==> config.mk <==
export PLATFORM = sky130hd
export DESIGN_NAME = sram_wishbone_initiator
export DESIGN_NICKNAME = d
export VERILOG_FILES = /design/src/rtl/sram_wishbone_initiator.sv
export SDC_FILE = /design/constraint.sdc
export NUM_CORES = 1
export LEC_CHECK = 0
export ABC_AREA = 0
export BUFFER_PORTS_ARGS = -buffer_cell sky130_fd_sc_hd__buf_4
export CAP_MARGIN = 25
export CORE_UTILIZATION = 30
export CTS_BUF_LIST = sky130_fd_sc_hd__clkbuf_8 sky130_fd_sc_hd__clkbuf_16
export CTS_CLUSTER_SIZE = 30
export DETAILED_ROUTE_END_ITERATION = 7
export HOLD_SLACK_MARGIN = 0.1
export PLACE_DENSITY_LB_ADDON = 0.15
export SLEW_MARGIN = 20
export SYNTH_ARGS = -nofsm -noshare
export SYNTH_HDL_FRONTEND = slang
export SYNTH_SLANG_ARGS = --single-unit
==> constraint.sdc <==
create_clock -name clk -period 2.6 [get_ports clk]
set_input_delay 0.26 -clock clk [delete_from_list [all_inputs] [get_ports clk]]
set_output_delay 0.26 -clock clk [all_outputs]
set_load 0.005 [all_outputs]
==> src/rtl/sram_wishbone_initiator.sv <==
// sram_wishbone_initiator: Wishbone classic responder driving an SRAM RW port,
// with a built-in engine that writes a pattern to every word.
module sram_wishbone_initiator #(
  parameter int BYTE_COUNT   = 4,
  parameter int ADDRESS_SIZE = 9,
  localparam int WORD_SIZE   = 8 * BYTE_COUNT
) (
  input  logic                    clk,
  input  logic                    rst,
  input  logic                    wbCyc,
  input  logic                    wbStb,
  input  logic                    wbWe,
  input  logic [BYTE_COUNT-1:0]   wbSel,
  input  logic [ADDRESS_SIZE-1:0] wbAddress,
  input  logic [WORD_SIZE-1:0]    wbDataWrite,
  output logic                    wbAck,
  output logic [WORD_SIZE-1:0]    wbDataRead,
  input  logic                    fillStart,
  input  logic [WORD_SIZE-1:0]    fillPattern,
  output logic                    fillBusy,
  output logic                    fillDone,
  output logic                    sramSelect,
  output logic                    sramWriteEnable,
  output logic [BYTE_COUNT-1:0]   sramWriteMask,
  output logic [ADDRESS_SIZE-1:0] sramAddress,
  output logic [WORD_SIZE-1:0]    sramDataWrite,
  input  logic [WORD_SIZE-1:0]    sramDataRead
);
  typedef enum logic [2:0] {IDLE, ACCESS, READ_WAIT, ACK, FILL} state_t;
  state_t                  r_state, w_state;
  logic                    r_ack, w_ack, r_busy, w_busy, r_done, w_done;
  logic                    r_sel, w_sel, r_we, w_we, r_pend, w_pend;
  logic [BYTE_COUNT-1:0]   r_mask, w_mask;
  logic [ADDRESS_SIZE-1:0] r_addr, w_addr;
  logic [WORD_SIZE-1:0]    r_wdata, w_wdata, r_rdata, w_rdata;
  always_comb begin
    w_state = r_state;
    w_ack   = r_ack;
    w_busy  = r_busy;
    w_done  = 1'b0;
    w_sel   = r_sel;
    w_we    = r_we;
    w_mask  = r_mask;
    w_addr  = r_addr;
    w_wdata = r_wdata;
    w_rdata = r_rdata;
    // a fill request arriving during a bus access is held until IDLE; during a fill it is dropped
    w_pend  = r_pend | (fillStart & (r_state != FILL));
    case (r_state)
      IDLE: begin
        if (fillStart | r_pend) begin
          w_pend  = 1'b0;
          w_wdata = fillPattern;
          w_sel   = 1'b1;
          w_we    = 1'b1;
          w_mask  = '1;
          w_addr  = '0;
          w_busy  = 1'b1;
          w_state = FILL;
        end else if (wbCyc & wbStb) begin
          w_sel   = 1'b1;
          w_we    = wbWe;
          w_mask  = wbWe ? wbSel : '0;
          w_addr  = wbAddress;
          w_wdata = wbDataWrite;
          w_state = ACCESS;
        end
      end
      ACCESS: begin
        w_sel   = 1'b0;
        w_we    = 1'b0;
        w_ack   = r_we & wbCyc;
        w_state = r_we ? ACK : READ_WAIT;
      end
      READ_WAIT: begin
        w_ack   = wbCyc;
        w_rdata = wbCyc ? sramDataRead : r_rdata;
        w_state = ACK;
      end
      ACK: begin
        w_ack   = 1'b0;
        w_state = IDLE;
      end
      FILL: begin
        if (r_addr == '1) begin
          w_sel   = 1'b0;
          w_we    = 1'b0;
          w_busy  = 1'b0;
          w_done  = 1'b1;
          w_state = IDLE;
        end else begin
          w_addr = r_addr + 1'b1;
        end
      end
      default: w_state = IDLE;
    endcase
  end
  always_ff @(posedge clk or negedge rst) begin
    if (!rst) begin
      r_state <= IDLE;
      r_ack   <= 1'b0;
      r_busy  <= 1'b0;
      r_done  <= 1'b0;
      r_sel   <= 1'b0;
      r_we    <= 1'b0;
      r_pend  <= 1'b0;
      r_mask  <= '0;
      r_addr  <= '0;
      r_wdata <= '0;
      r_rdata <= '0;
    end else begin
      r_state <= w_state;
      r_ack   <= w_ack;
      r_busy  <= w_busy;
      r_done  <= w_done;
      r_sel   <= w_sel;
      r_we    <= w_we;
      r_pend  <= w_pend;
      r_mask  <= w_mask;
      r_addr  <= w_addr;
      r_wdata <= w_wdata;
      r_rdata <= w_rdata;
    end
  end
  assign wbAck           = r_ack;
  assign wbDataRead      = r_rdata;
  assign fillBusy        = r_busy;
  assign fillDone        = r_done;
  assign sramSelect      = r_sel;
  assign sramWriteEnable = r_we;
  assign sramWriteMask   = r_mask;
  assign sramAddress     = r_addr;
  assign sramDataWrite   = r_wdata;
endmodule

==> metrics.txt <==
Final Setup Violations 0; slew margin rel. 0.5865; TritonCTS clock tree done; GRT overflow 0; gr usage total 0.1479; Residual DRC 0; postcts setup bufs 0; # IOs 197; Pwr Density between 500 and 600 mW/mm2; sequential cell area fraction in the yosys report 0.5599; Clock Skew about 0.0040 ns; Yosys reg bits 86; first-pass GRT wire length 15.17 mm; layout cell share with drive strength beyond 1 0.4823; Tot Pwr 3.041 mW; Leak just under 3 nW; Startpoint Class flip-flop; Layout Nets roughly 650; clk_lat worst skew 0.33 ns; fin area 0.005773 mm2; RSZ-0062 raised after global routing false; final period utilization 0.8960; first-pass detailed-route iteration total 5; vias in the first global route a little over 3k; # rows 40; Max Buffers Root-to-Sink 2; Worst Path Arrival around 2.6 ns; synthesized area around 0.0038 mm2; Post-synth EDFFs 0; htree depth 3; ys async rst share 1.000; final setup margin 0.2703 ns; Num Clock Sinks between 80 and 90; Cells after Synth around 340; Die X between 100 and 150 um; drt wl/cell roughly 14 um; Hold Path Cell Cnt 2; ant diodes 0; area grow syn2layout 50.20%; Final Hold Vio Count 0; core region area 0.01226 mm2; Vias/cell 4.489; main flop type after synthesis dfrtp_1; syn nets 456; vias after detailed routing roughly 3.2k; peak supply drop about 0.00024 V; Multi-input gate area about 0.0016 mm2; CP Capture Type flip-flop; setup TNS 0 ns; Hold EP wbDataRead[22]; filler instances about 1.2k; warnings from Yosys 0; Fmax ~430 MHz; worst r2r src sramAddress[0]; initial antenna violation count 0; start point of the critical path sramAddress[0]; GPL Wtd Cong between 0.7 and 0.8; R2R Setup Slk around 0.27 ns; chip height approximately 120 um; crit path kind reg2reg; clock slew at reported path FFs ~0.06 ns; Netlist cell types 38; r2r endpoint sramAddress[7]; outcome completed; Inserted Clock Buffers 9; Period minus WS final 2.330 ns; max_cap viols 0; WP data required 2.82 ns; pre-CTS setup slack approximately 0.31 ns; # port buffers slightly below 200; hpwl dp ~7.3 mm; initial core utilization 0.3135; drt initial violations 94; antenna-violating nets left 0; Syn Area/Cell approximately 11 um2; Worst-Margin Slew between 0.6 and 0.7 ns; Hold Worst Slack roughly 0.16 ns; pin count of the biggest net entering global routing between 70 and 80; clock root buffer clkbuf_16; die footprint about 0.013 mm2; storage element area approximately 0.0022 mm2; FF-to-FF path depth 8; Hold Crit Start sramDataRead[22]; total wire length 9.606 mm; Worst Hold Class in2reg; Placed Area between 0.005 and 0.006 mm2; crit-path max FO 18; max-slew violation count 0
-- sequential cells by signal, indices dropped and copies added (netlist names) --
| register | count |
|---|---|
| sramWriteMask | 4 |
| r_pend | 1 |
| fillBusy | 1 |
| wbDataRead | 32 |
| sramSelect | 1 |
| sramAddress | 9 |
| r_state | 3 |
| sramDataWrite | 32 |
| sramWriteEnable | 1 |
| wbAck | 1 |
| fillDone | 1 |
-- cell type report --
cell class	instances	share of cell area
clock inverters	6	0.01084
inverters	4	0.002601
multi-input cells	226	0.2690
repair buffers	205	0.2670
clock buffers	10	0.04140
flip-flops and latches	86	0.3728
well taps	168	0.03641
-- critical path, stage by stage, from the launching register on --
cell,delay [ns]
dfrtp_1,0.43
ha_1,0.26
nand4_1,0.17
nor3_1,0.08
ha_1,0.21
nand2_1,0.11
o211a_1,0.50
o21ai_0,0.19
a22o_1,0.26
-- logic make-up after synthesis --
kind of cell,share of synthesized area
flops,0.5599
simple gates,0.09668
compound gates,0.1130
mux,0.1826
buf+inv,0.03906
fa+ha+maj,0.006509
xor+xnor,0.002279
-- layout by cell type (no fill, tap or decap), types with 2 or more instances in the layout --
master        n
nor3_1        3
nand3b_1      2
dfrtp_1      86
o21ai_0      42
a31oi_1       6
o211a_1       2
mux2i_1      33
nand3_1       9
mux2_2       33
a21oi_1      12
nand2_1      52
clkbuf_16     9
clkinvlp_4    2
nand4_1       2
nor2_1        7
a22oi_1       2
inv_1         5
buf_4       204
ha_1          2
-- layer usage --
metal	global-route usage	vias to the layer above	part of all wire
met4	0.04416	0	0.0078
met2	0.2426	133	0.47
met5	0	-	0
li1	-	1578	-
met1	0.1829	1447	0.44
met3	0.05271	7	0.088
-- repair_timing --
| item | CTS | global route |
|---|---|---|
| hold buffers | 1 | 0 |
| gates resized for setup | 0 | 0 |
| hold endpoints to repair | 45 | 0 |
| endpoints found under the setup margin | 0 | 0 |
-- metrics by stage --
step	cells	util
final	705	0.4708
after global routing	705	0.4708
after CTS	705	0.4708
after detailed placement	688	0.4454
after global placement	688	0.4454
after floorplan	339	-
-- cell usage after synthesis (2+ instances only) --
cell type | count | area, um2
nand3b_1 | 2 | 15.01
o211a_1 | 2 | 20.02
dfrtp_1 | 86 | 2152
mux2_2 | 33 | 371.6
clkbuf_1 | 5 | 18.77
buf_4 | 3 | 22.52
a22oi_1 | 2 | 15.01
a31oi_1 | 6 | 37.54
a21oi_1 | 12 | 60.06
inv_1 | 4 | 15.01
buf_2 | 12 | 60.06
nor2_1 | 7 | 26.28
nor2_2 | 2 | 12.51
nand3_1 | 9 | 45.04
ha_1 | 2 | 25.02
nand4_1 | 2 | 12.51
o21ai_0 | 42 | 210.2
mux2i_1 | 33 | 330.3
nor3_1 | 3 | 15.01
buf_6 | 3 | 33.78
nand2_1 | 52 | 195.2
-- report_power, final --
group / switching (mW) / internal, mW / total (mW)
combinational: 0.125 / 0.225 / 0.350
sequential: 0.0264 / 1.39 / 1.42
clock: 0.509 / 0.767 / 1.28
total: 0.660 / 2.38 / 3.04
-- worst max path at each step --
stage                      to  slack [ns]  cells past startpoint
5_1_grt        sramAddress[7]        0.03                      8
2_1_floorplan  sramAddress[0]        0.72                     10
3_3_place_gp   sramAddress[7]        0.39                      8
4_1_cts        sramAddress[7]        0.30                      8
3_5_place_dp   sramAddress[7]        0.31                      8
6_report       sramAddress[7]        0.27                      8
(Power assumes the default switching activity.)
